`config.mk`:
```
export PLATFORM = sky130hd
export DESIGN_NAME = hazard_stall_ctrl
export DESIGN_NICKNAME = d
export VERILOG_FILES = /design/src/rtl/hazard_stall_ctrl.sv
export SDC_FILE = /design/constraint.sdc
export NUM_CORES = 1
export LEC_CHECK = 0
export BUFFER_PORTS_ARGS = -buffer_cell sky130_fd_sc_hd__buf_2
export CAP_MARGIN = 30
export CELL_PAD_IN_SITES_DETAIL_PLACEMENT = 1
export CELL_PAD_IN_SITES_GLOBAL_PLACEMENT = 1
export CORE_UTILIZATION = 33
export CTS_BUF_LIST = sky130_fd_sc_hd__clkbuf_8
export CTS_CLUSTER_DIAMETER = 30
export DETAILED_ROUTE_END_ITERATION = 7
export MAX_ROUTING_LAYER = met4
export PLACE_DENSITY = 0.87
export SYNTH_ARGS = -nofsm -noshare
export SYNTH_HDL_FRONTEND = slang
export SYNTH_SLANG_ARGS = --single-unit
```
`constraint.sdc`:
```
create_clock -name clk_i -period 2.4 [get_ports clk_i]
set_input_delay 0.12 -clock clk_i [delete_from_list [all_inputs] [get_ports clk_i]]
set_output_delay 0.12 -clock clk_i [all_outputs]
set_load 0.005 [all_outputs]
```
`src/rtl/hazard_stall_ctrl.sv`:
```
// hazard_stall_ctrl: load-use/branch hazard handling and MEM-wait freeze
// sequencer for the 5-stage core. Optional statistics counters are built
// only when HAZARD_STATS_EN is defined; otherwise both counters read 0.
module hazard_stall_ctrl #(
  parameter int MEM_TIMEOUT = 64,
  parameter int CNT_W       = 16
) (
  input  logic             clk_i,
  input  logic             rst_i,
  input  logic             start_i,
  input  logic             idex_memread_i,
  input  logic [4:0]       idex_rt_i,
  input  logic [4:0]       ifid_rs_i,
  input  logic [4:0]       ifid_rt_i,
  input  logic             branch_taken_i,
  input  logic             mem_req_i,
  input  logic             mem_ack_i,
  output logic             pc_write_o,
  output logic             ifid_write_o,
  output logic             bubble_o,
  output logic             ifid_flush_o,
  output logic             freeze_o,
  output logic             err_o,
  output logic [CNT_W-1:0] stall_cnt_o,
  output logic [CNT_W-1:0] freeze_cnt_o
);

  typedef enum logic [1:0] {S_IDLE, S_RUN, S_MEMWAIT, S_ERROR} state_t;

  // Last wait-counter value; reaching it without an ack means timeout.
  localparam logic [7:0] WAIT_LAST = 8'(MEM_TIMEOUT - 1);

  state_t     state_q, state_d;
  logic [7:0] wcnt_q, wcnt_d;
  logic       err_q, err_d;
  logic       load_use;
  logic       advance;   // pipeline moves this cycle: hazards are evaluated
  logic       stall_ev;  // a load-use bubble is inserted this cycle

  assign load_use = idex_memread_i && (idex_rt_i != 5'd0) &&
                    ((idex_rt_i == ifid_rs_i) || (idex_rt_i == ifid_rt_i));

  // Next-state and same-cycle control outputs
  always_comb begin
    state_d      = state_q;
    wcnt_d       = wcnt_q;
    err_d        = err_q;
    pc_write_o   = 1'b0;
    ifid_write_o = 1'b0;
    bubble_o     = 1'b0;
    ifid_flush_o = 1'b0;
    freeze_o     = 1'b0;
    advance      = 1'b0;
    stall_ev     = 1'b0;
    case (state_q)
      S_IDLE: begin
        bubble_o = 1'b1;
        if (start_i) state_d = S_RUN;
      end
      S_RUN: begin
        if (mem_req_i && !mem_ack_i) begin
          freeze_o = 1'b1;
          state_d  = S_MEMWAIT;
          wcnt_d   = 8'd0;
        end else begin
          advance = 1'b1;
        end
      end
      S_MEMWAIT: begin
        if (mem_ack_i) begin
          // Access completes: the pipeline advances normally this cycle.
          state_d = S_RUN;
          advance = 1'b1;
        end else begin
          freeze_o = 1'b1;
          wcnt_d   = wcnt_q + 8'd1;
          if (wcnt_d == WAIT_LAST) begin
            state_d = S_ERROR;
            err_d   = 1'b1;
          end
        end
      end
      default: begin
        bubble_o = 1'b1;
      end
    endcase
    if (advance) begin
      if (load_use) begin
        bubble_o = 1'b1;
        stall_ev = 1'b1;
      end else begin
        pc_write_o   = 1'b1;
        ifid_write_o = 1'b1;
        ifid_flush_o = branch_taken_i;
      end
    end
  end

  // State, wait counter and sticky error register
  always_ff @(posedge clk_i) begin
    if (rst_i) begin
      state_q <= S_IDLE;
      wcnt_q  <= 8'd0;
      err_q   <= 1'b0;
    end else begin
      state_q <= state_d;
      wcnt_q  <= wcnt_d;
      err_q   <= err_d;
    end
  end

  assign err_o = err_q;

`ifdef HAZARD_STATS_EN
  logic [CNT_W-1:0] stall_cnt_q, freeze_cnt_q;

  // Saturating hazard statistics
  always_ff @(posedge clk_i) begin
    if (rst_i) begin
      stall_cnt_q  <= '0;
      freeze_cnt_q <= '0;
    end else begin
      if (stall_ev && !(&stall_cnt_q))  stall_cnt_q  <= stall_cnt_q + 1'b1;
      if (freeze_o && !(&freeze_cnt_q)) freeze_cnt_q <= freeze_cnt_q + 1'b1;
    end
  end

  assign stall_cnt_o  = stall_cnt_q;
  assign freeze_cnt_o = freeze_cnt_q;
`else
  logic unused_stats;
  assign unused_stats = stall_ev;
  assign stall_cnt_o  = '0;
  assign freeze_cnt_o = '0;
`endif

endmodule

```
==> results of run 1 <==
==> how the worst max path moves through the flow <==
stage | depth (start not counted) | end | slack, ns | from
CTS | 7 | state_q[0] | 0.28 | wcnt_q[0]
detailed placement | 7 | state_q[0] | 0.31 | wcnt_q[0]
finish | 7 | state_q[0] | 0.26 | wcnt_q[0]
global placement | 6 | state_q[0] | 0.41 | wcnt_q[3]
global route | 7 | state_q[0] | 0.10 | wcnt_q[0]
floorplan | 7 | state_q[0] | 0.53 | wcnt_q[3]
==> critical path, cell delays in order, from the launching register on <==
cell,delay [ns]
dfxtp_1,0.44
ha_1,0.30
nand4_1,0.17
nor3_2,0.18
a311oi_1,0.07
nor4b_2,0.41
o211ai_2,0.15
mux2_4,0.31
==> cells in the mapped netlist (2+ instances only) <==
cell	instances
a21o_1	4
a21oi_1	13
and2_1	4
buf_4	33
clkbuf_1	2
dfxtp_1	11
ha_1	7
inv_1	7
nand2_1	3
nand2b_1	4
nand3_1	3
nand4_1	3
nor2_1	13
nor2b_1	3
nor3_1	7
nor3b_1	2
nor4_1	2
o21ai_0	4
o21ai_1	2
xor2_1	10
==> final cells by class <==
| cell class | count | area (µm²) |
|---|---|---|
| sequential | 11 | 220 |
| timing repair buffer | 28 | 143 |
| inverter | 7 | 26.3 |
| fill | 461 | 2100 |
| clock buffer | 3 | 41.3 |
| clock inverter | 1 | 3.75 |
| tap | 46 | 57.6 |
| multi-input combinational | 133 | 821 |
==> kinds of logic after synthesis <==
family,share of synthesized area
mux,0.0207
xor+xnor,0.0930
flops,0.182
simple gates,0.246
other cells,0.00310
buf+inv,0.237
fa+ha+maj,0.0723
compound gates,0.147
==> per-layer routing <==
layer / vias up / part of all wire / track usage
met4: 0 / 0.024 / 0.0872
li1: 515 / - / -
met5: - / 0 / -
met3: 4 / 0.052 / 0.0201
met1: 492 / 0.40 / 0.162
met2: 42 / 0.52 / 0.249
==> metrics by stage <==
stage               utilization  cell area (µm²)
detailed placement        0.371             1270
CTS                       0.384             1310
global route              0.384             1310
global placement          0.371             1270
finish                    0.384             1310
floorplan                     -             1330
==> cell usage in the layout (no fill, tap or decap), drive strengths merged, types with 7 or more instances in the layout <==
cell type and count:
buf 28, nor2 13, nor3 8, xor2 10, a21oi 13, inv 8
conb 32, ha 7, dfxtp 11, o21ai 7
==> state kept, by name, summed over array words and instances (netlist names) <==
register	flops
wcnt_q	8
state_q	2
err_o	1
==> power by group <==
group	total [µW]	internal [µW]	switching, µW
sequential	204	193	11.2
combinational	307	133	174
clock	192	113	78.8
total	703	439	264
==> qor.txt, run 1 <==
Status = completed
CP Max Fanout = 7
ANT cells = 0
DRT Wirelength = 2660 µm
Die H = 62.6 µm
Crit path required time = 2.54 ns
Overall routing resource usage = 0.146
Leakage = 0.000602 µW
Power Density = 536 nW/µm²
P&R area growth vs syn = 8.37%
Top-area cell type share of the netlist area = 0.205
CTS tree = yes
Peak supply drop = 197 µV
Hold Worst Slack = 0.208 ns
GRT Residual Overflow = 0
Final hold vios = 0
First-pass GRT wire length = 4340 µm
Top cells by area, synth = buf_4 20%, dfxtp_1 18%, ha_1 7.2%
Ys Warns = 0
Setup Buffers After CTS = 0
Period utilisation layout = 0.891
Layout Skew = 0.00428 ns
Synth cell types = 39
Final WS setup = 0.263 ns
Fmax = 0.468 GHz
Max-cap violation count = 0
Min-Delay Endpoint = err_o
Layout cells sized above 1 = 0.224
Crit path time final = 2.14 ns
Antenna violations before repair = 0
RSZ-0062 raised after global routing = no
Vias in the first global route = 974
Worst-path clk slew = 0.06 ns
Via count = 1053
Initial Util = 0.355
Post-CTS resize count = 0
Post-synth EDFFs = 0
R2r startpoint = wcnt_q[0]
Root Buffer = clkbuf_8
Biggest area consumer among synthesized cells = buf_4
PortBufs = 27
Startpoint type of the worst setup path = flop
Total power = 703 µW
Worst hold path type = input pin to flop
Starting DRT DRC Count = 16
Predominant post-synthesis flop cell = dfxtp_1
DP HPWL = 2070 µm
Crit. End Element = flop
Kind of critical path = flop to flop
Post-placement cell count = 225
Pin count of the biggest net entering global routing = 14
Post-Syn Area = 1210 µm²
Layout Nets = 213
DRT Pass-1 Iters = 4
Pre-CTS WS = 0.310 ns
Final cell count without fillers = 229
Core area = 3420 µm²
DIE AREA = 3920 µm²
Worst-skew pair later-pin latency = 0.25 ns
Cts hold-fix bufs = 0
Synthesized flop and latch total = 11
WL/cell = 11.6 µm
WHS Path Cells = 2
Hold wc startpoint = rst_i
TritonCTS Buffers = 3
Worst R2R Path Depth = 7
Die width = 62.6 µm
Setup slack, reg-to-reg = 0.26 ns
Site Rows = 21
Drt via density = 4.60
Worst R2R End = state_q[0]
Ys async rst share = 0
Avg Cell Area, Syn = 7.76 µm²
CP arrival = 2.27 ns
Setup Viol. Count Final = 0
Sinks on Clock Net = 11
Gpl congestion = 0.895
DRC = 0
H-tree depth = 1
Num ports = 60
Syn Inst Count = 156
Final Max Tran Viols = 0
Post-synthesis sequential area ratio = 0.182
Clock Path Buffers = 2
Remaining antenna violation count = 0
Setup_tns = 0 ns
No activity file was read; power rests on OpenSTA's default activity.
==> run 2, diff against run 1 <==
--- a/config.mk
+++ b/config.mk
@@ -15,6 +15,7 @@
 export DETAILED_ROUTE_END_ITERATION = 7
 export MAX_ROUTING_LAYER = met4
 export PLACE_DENSITY = 0.87
+export SETUP_SLACK_MARGIN = 0.5
 export SYNTH_ARGS = -nofsm -noshare
 export SYNTH_HDL_FRONTEND = slang
 export SYNTH_SLANG_ARGS = --single-unit
==> run 2 against run 1 <==
Power up 3.5%. Largest power group unchanged. Via count rose by 2.4%. Sequential cell count unchanged. Die area unchanged. Combinational power up 8.8%. Fmax increased by 8.6%. Register-to-register slack improved by 0.17 ns.
==> qor.txt, run 2 (synthesis gave the netlist of run 1 again) <==
Status = completed (unchanged)
Min-Delay Endpoint = wcnt_q[0] (was err_o)
First-pass GRT wire length = 4440 µm (was 4340 µm)
Startpoint type of the worst setup path = flop (unchanged)
Antenna violations before repair = 0 (unchanged)
Die width = 62.6 µm (unchanged)
Most flops, register = wcnt_q (unchanged)
Cts hold-fix bufs = 0 (unchanged)
Starting DRT DRC Count = 15 (was 16)
Layout Nets = 216 (was 213)
Clock group share of total power = 0.265 (was 0.273)
Site Rows = 21 (unchanged)
Drt via density = 4.65 (was 4.60)
Via count = 1078 (was 1053)
Max FFs per register = 8 (unchanged)
Remaining antenna violation count = 0 (unchanged)
CP arrival = 2.10 ns (was 2.27 ns)
Setup slack, reg-to-reg = 0.43 ns (was 0.26 ns)
Power Density = 523 nW/µm² (was 536 nW/µm²)
Crit. End Element = flop (unchanged)
Setup Viol. Count Final = 0 (unchanged)
Sequential Power Share = 0.276 (was 0.290)
Peak supply drop = 227 µV (was 197 µV)
Vias in the first global route = 992 (was 974)
Fmax = 0.508 GHz (was 0.468 GHz)
Final Max Tran Viols = 0 (unchanged)
Worst-skew pair later-pin latency = 0.24 ns (was 0.25 ns)
TritonCTS Buffers = 3 (unchanged)
Final design utilization = 0.407 (was 0.384)
Root Buffer = clkbuf_8 (unchanged)
Critical-path top delay cell = dfxtp_2 (was dfxtp_1)
Initial Util = 0.355 (unchanged)
Worst Setup SP = wcnt_q[2] (was wcnt_q[0])
Pre-CTS WS = 0.310 ns (unchanged)
CP Max Fanout = 7 (unchanged)
Worst-path clk slew = 0.05 ns (was 0.06 ns)
Combinational share of power = 0.459 (was 0.437)
Num ports = 60 (unchanged)
DRT Wirelength = 2990 µm (was 2660 µm)
WHS Path Cells = 2 (unchanged)
Sw Ratio = 0.386 (was 0.375)
Sinks on Clock Net = 11 (unchanged)
GRT Residual Overflow = 0 (unchanged)
DRT Pass-1 Iters = 4 (unchanged)
Final WS setup = 0.431 ns (was 0.263 ns)
ANT cells = 0 (unchanged)
DRC = 0 (unchanged)
Kind of critical path = flop to flop (unchanged)
Worst R2R Path Depth = 6 (was 7)
Crit path cell chain = nand3_2, or3_4, xnor2_2, nor4b_4, o211ai_2, mux2_4 (was ha_1, nand4_1, nor3_2, a311oi_1, nor4b_2, o211ai_2, mux2_4)
Setup_tns = 0 ns (unchanged)
Crit path time final = 1.97 ns (was 2.14 ns)
Hold wc startpoint = rst_i (unchanged)
Family with the most delay on the worst path = simple AND/OR/NAND/NOR gates (unchanged)
Leakage = 0.000618 µW (was 0.000602 µW)
RSZ-0062 raised after global routing = yes (was no)
Worst hold path type = input pin to flop (unchanged)
Crit path required time = 2.53 ns (was 2.54 ns)
Clock Path Buffers = 2 (unchanged)
Period utilisation layout = 0.820 (was 0.891)
Hold Worst Slack = 0.213 ns (was 0.208 ns)
Layout cells sized above 1 = 0.296 (was 0.224)
P&R area growth vs syn = 14.9% (was 8.37%)
DIE AREA = 3920 µm² (unchanged)
Die H = 62.6 µm (unchanged)
Overall routing resource usage = 0.151 (was 0.146)
Psw = 281 µW (was 264 µW)
Buf+Inv Stages, Crit Path = 0 (unchanged)
R2r startpoint = wcnt_q[2] (was wcnt_q[0])
Pint = 447 µW (was 439 µW)
Max-cap violation count = 0 (unchanged)
DP HPWL = 2070 µm (unchanged)
Layout Skew = 0.000462 ns (was 0.00428 ns)
Most common cell after layout, fill and taps aside = conb_1 (unchanged)
Worst R2R End = state_q[0] (unchanged)
# fillers = 451 (was 461)
Gpl congestion = 0.895 (unchanged)
WL/cell = 12.9 µm (was 11.6 µm)
Worst stage delay on the critical path = 0.41 ns (was 0.44 ns)
Most frequent cells in the layout = 32 x conb_1, 27 x buf_2, 13 x nor2_1, 12 x a21oi_1, 10 x xor2_1 (was 32 x conb_1, 27 x buf_2, 13 x a21oi_1, 13 x nor2_1, 11 x dfxtp_1)
CTS tree = yes (unchanged)
PortBufs = 27 (unchanged)
Pin count of the biggest net entering global routing = 14 (unchanged)
H-tree depth = 1 (unchanged)
Core area = 3420 µm² (unchanged)
Final hold vios = 0 (unchanged)
## run 2: changes by cell type in the layout (fill, tap and decap cells not counted), sizes merged
cell  change
buf       +3
## run 2: power by group through the flow
| stage | combinational [µW] | clock (µW) | sequential (µW) |
|---|---|---|---|
| final | 334 | 192 | 201 |
| after global routing | 368 | 207 | 203 |
| after CTS | 310 | 198 | 204 |
| after detailed placement | 299 | 0 | 208 |
| after floorplan | 249 | 0 | 205 |
| after global placement | 295 | 0 | 207 |
## run 2: final cells by class
type                       count  area [µm²]  area share
timing repair buffer          31         165       0.119
multi-input combinational    133         861       0.619
sequential                    11         236       0.170
inverter                       7        26.3      0.0189
clock buffer                   3        41.3      0.0297
tap                           46        57.6      0.0414
clock inverter                 1        3.75     0.00270
## run 2: repair_timing
item	CTS	global route
pin swaps	1	2
setup endpoints to repair	3	6
resized for setup	8	9
buffers inserted	0	3
## run 2: how the worst max path moves through the flow
stage / endpoint / slack, ns / cells past startpoint
floorplan: state_q[0] / 0.53 / 7
global placement: state_q[0] / 0.41 / 6
detailed placement: state_q[0] / 0.31 / 7
CTS: state_q[0] / 0.42 / 6
global route: state_q[0] / 0.37 / 6
finish: state_q[0] / 0.43 / 6
## run 2: per-stage QoR
step	power (µW)	instances	area [µm²]
floorplan	455	187	1330
global placement	502	225	1270
detailed placement	507	225	1270
CTS	713	229	1340
global route	778	232	1390
finish	728	232	1390
## run 2: layer usage
metal,wire length (µm),vias up,global-route usage,part of all wire
met5,0,-,-,0
li1,-,520,-,-
met2,1540,49,0.261,0.52
met1,1210,500,0.163,0.41
met3,133,9,0.0182,0.044
met4,99,0,0.0930,0.033
==> run 3, diff against run 2 <==
--- a/config.mk
+++ b/config.mk
@@ -5,16 +5,17 @@
 export SDC_FILE = /design/constraint.sdc
 export NUM_CORES = 1
 export LEC_CHECK = 0
+export ABC_AREA = 1
 export BUFFER_PORTS_ARGS = -buffer_cell sky130_fd_sc_hd__buf_2
 export CAP_MARGIN = 30
 export CELL_PAD_IN_SITES_DETAIL_PLACEMENT = 1
 export CELL_PAD_IN_SITES_GLOBAL_PLACEMENT = 1
-export CORE_UTILIZATION = 33
+export CORE_UTILIZATION = 31
 export CTS_BUF_LIST = sky130_fd_sc_hd__clkbuf_8
 export CTS_CLUSTER_DIAMETER = 30
 export DETAILED_ROUTE_END_ITERATION = 7
 export MAX_ROUTING_LAYER = met4
-export PLACE_DENSITY = 0.87
+export PLACE_DENSITY = 0.85
 export SETUP_SLACK_MARGIN = 0.5
 export SYNTH_ARGS = -nofsm -noshare
 export SYNTH_HDL_FRONTEND = slang
==> constraint.sdc (replaced) <==
create_clock -name clk_i -period 1.82 [get_ports clk_i]
set_input_delay 0.091 -clock clk_i [delete_from_list [all_inputs] [get_ports clk_i]]
set_output_delay 0.091 -clock clk_i [all_outputs]
set_load 0.005 [all_outputs]
==> run 3 against run 2 <==
Count of clock-buffer cells in the layout is the same. Global-route usage increased by 2.3 points. Register-to-register slack lost 0.23 ns. Clock skew grew 0.0055 ns. Sequential share of layout area fell by 1.8 points. Fmax rose by 21%. Setup slack lost 0.23 ns. Sequential power up 58%. Final area increased by 13%. Synthesized area shrank 2.7%. Final cell count up 12%. Core utilization up 2.1 points. Critical endpoint unchanged. Highest routed layer unchanged.
==> qor.txt, run 3 <==
Top-area cell type share of the netlist area = 0.210 (was 0.205)
Most frequent cells in the layout = 32 x conb_1, 27 x buf_2, 23 x nand2_1, 13 x nor2_1, 12 x nand2_2 (was 32 x conb_1, 27 x buf_2, 13 x nor2_1, 12 x a21oi_1, 10 x xor2_1)
Layout cells sized above 1 = 0.448 (was 0.296)
Post-Syn Area = 1180 µm² (was 1210 µm²)
Avg Cell Area, Syn = 6.81 µm² (was 7.76 µm²)
Peak supply drop = 210 µV (was 227 µV)
Hold Worst Slack = 0.140 ns (was 0.213 ns)
Syn Inst Count = 173 (was 156)
Predominant post-synthesis flop cell = dfxtp_1 (unchanged)
Crit path required time = 2.00 ns (was 2.53 ns)
Root Buffer = clkbuf_8 (unchanged)
Max FFs per register = 8 (unchanged)
Core area = 3660 µm² (was 3420 µm²)
CTS tree = yes (unchanged)
Antenna violations before repair = 0 (unchanged)
Post-synthesis sequential area ratio = 0.187 (was 0.182)
P&R area growth vs syn = 33.0% (was 14.9%)
Leakage = 0.000702 µW (was 0.000618 µW)
Final cell count without fillers = 260 (was 232)
CP Max Fanout = 4 (was 7)
Period utilisation layout = 0.891 (was 0.820)
Remaining antenna violation count = 0 (unchanged)
Post-synth EDFFs = 0 (unchanged)
Worst-skew pair later-pin latency = 0.24 ns (about the same)
Via count = 1182 (was 1078)
Commonest cells in the netlist = 34 x nand2_1, 33 x buf_4, 17 x nor2_1 (was 33 x buf_4, 13 x a21oi_1, 13 x nor2_1)
Clock Path Buffers = 2 (unchanged)
WL/cell = 14.1 µm (was 12.9 µm)
Most flops, register = wcnt_q (unchanged)
First-pass GRT wire length = 5350 µm (was 4440 µm)
Most numerous cell in the Yosys netlist = nand2_1 (was buf_4)
Post-placement cell count = 246 (was 225)
Die H = 63.7 µm (was 62.6 µm)
WHS Path Cells = 2 (unchanged)
Sinks on Clock Net = 11 (unchanged)
Setup_tns = 0 ns (unchanged)
Site Rows = 22 (was 21)
Max-cap violation count = 0 (unchanged)
Vias in the first global route = 1140 (was 992)
Status = completed (unchanged)
Ys async rst share = 0 (unchanged)
Fmax = 0.616 GHz (was 0.508 GHz)
Synth cell types = 31 (was 39)
Worst R2R Path Depth = 12 (was 6)
Power Density = 902 nW/µm² (was 523 nW/µm²)
Ys Warns = 0 (unchanged)
PortBufs = 27 (unchanged)
Final Max Tran Viols = 0 (unchanged)
Layout Skew = 0.00598 ns (was 0.000462 ns)
DP HPWL = 2190 µm (was 2070 µm)
Die width = 63.7 µm (was 62.6 µm)
DIE AREA = 4050 µm² (was 3920 µm²)
CP arrival = 1.80 ns (was 2.10 ns)
Num ports = 60 (unchanged)
Initial Util = 0.322 (was 0.355)
Worst hold path type = input pin to flop (unchanged)
Final design utilization = 0.428 (was 0.407)
Most common cell after layout, fill and taps aside = conb_1 (unchanged)
H-tree depth = 1 (unchanged)
Top cells by area, synth = buf_4 21%, dfxtp_1 19%, nand2_1 11% (was buf_4 20%, dfxtp_1 18%, ha_1 7.2%)
Final hold vios = 0 (unchanged)
Kind of critical path = flop to flop (unchanged)
Crit path time final = 1.62 ns (was 1.97 ns)
Pin count of the biggest net entering global routing = 9 (was 14)
TritonCTS Buffers = 3 (unchanged)
DRC = 0 (unchanged)
Setup Viol. Count Final = 0 (unchanged)
DRT Pass-1 Iters = 4 (unchanged)
Worst slew margin = 0.665
GRT Residual Overflow = 0 (unchanged)
Gpl congestion = 0.751 (was 0.895)
Startpoint type of the worst setup path = flop (unchanged)
ANT cells = 0 (unchanged)
Synthesized flop and latch total = 11 (unchanged)
Biggest area consumer among synthesized cells = buf_4 (unchanged)
Drt via density = 4.55 (was 4.65)
Worst-path clk slew = 0.06 ns (was 0.05 ns)
Worst Max-Slew Pin Slew = 0.500 ns
RSZ-0062 raised after global routing = yes (unchanged)
Starting DRT DRC Count = 43 (was 15)
Overall routing resource usage = 0.173 (was 0.151)
Total power = 1410 µW (was 728 µW)
Crit. End Element = flop (unchanged)
Layout Nets = 242 (was 216)
Cts hold-fix bufs = 0 (unchanged)
DRT Wirelength = 3660 µm (was 2990 µm)
## run 3: cell types whose count changed after synthesis, moves of 4 or more
cell | previous run | this run
nand2_1 | 3 | 34
nor3_1 | 7 | 1
a21oi_1 | 13 | 9
and2_1 | 4 | 0
nand2b_1 | 4 | 0
inv_2 | 0 | 6
xor2_1 | 10 | 3
xnor2_1 | 1 | 6
a21o_1 | 4 | 0
inv_1 | 7 | 15
nor2_1 | 13 | 17
## run 3: final cells by class
cell class | instances | area [µm²]
timing repair buffer | 38 | 241
tap | 48 | 60.1
clock buffer | 3 | 41.3
sequential | 11 | 239
fill | 483 | 2090
multi-input combinational | 138 | 887
inverter | 21 | 93.8
clock inverter | 1 | 5.00
## run 3: cells by family after synthesis
kind of cell	count (synthesis)	synth area share
xor+xnor	9	0.0669
fa+ha+maj	7	0.0743
other cells	1	0.00318
compound gates	20	0.111
simple gates	70	0.277
flops	11	0.187
buf+inv	55	0.280
## run 3: final timing paths
| path | startpoint | to | slack, ns |
|---|---|---|---|
| hold / removal | rst_i | wcnt_q[7] | 0.14 |
| setup / recovery | wcnt_q[1] | state_q[0] | 0.20 |
| hold reg to reg | wcnt_q[7] | wcnt_q[7] | 0.48 |
| setup reg to reg | wcnt_q[1] | state_q[0] | 0.20 |
## run 3: report_power, final
part / switching, µW / leakage [µW] / internal (µW) / total, µW
clock: 106 / 0.0000255 / 151 / 257
sequential: 43.8 / 0.0000935 / 273 / 317
combinational: 478 / 0.000583 / 363 / 840
## run 3: critical path, cell delays in order (launching register included)
cell,delay [ns]
dfxtp_4,0.37
buf_6,0.12
ha_2,0.19
inv_2,0.06
nor2_4,0.09
nand3_2,0.08
nor2_2,0.13
nand2_2,0.07
nand2_2,0.09
nand2_4,0.07
nand2_2,0.12
nand2_2,0.06
nor2_1,0.10
## run 3: metal layers
layer / up-vias / track usage / share of wire
met5: - / - / 0
met4: 0 / 0.0426 / 0.034
met3: 13 / 0.0163 / 0.039
met2: 44 / 0.343 / 0.57
met1: 568 / 0.179 / 0.36
li1: 557 / - / -
## run 3: per-stage QoR
stage	setup WS (ns)	instance area [µm²]
final	0.197	1570
after global routing	0.104	1570
after CTS	0.317	1460
after detailed placement	0.148	1260
after global placement	0.185	1260
after floorplan	0.360	1310
## run 3: timing repair
| item | 4_1_cts | 5_1_grt |
|---|---|---|
| setup endpoints to repair | 16 | 16 |
| gates resized for setup | 27 | 26 |
| setup buffers | 6 | 4 |
| pin swaps | 7 | 15 |
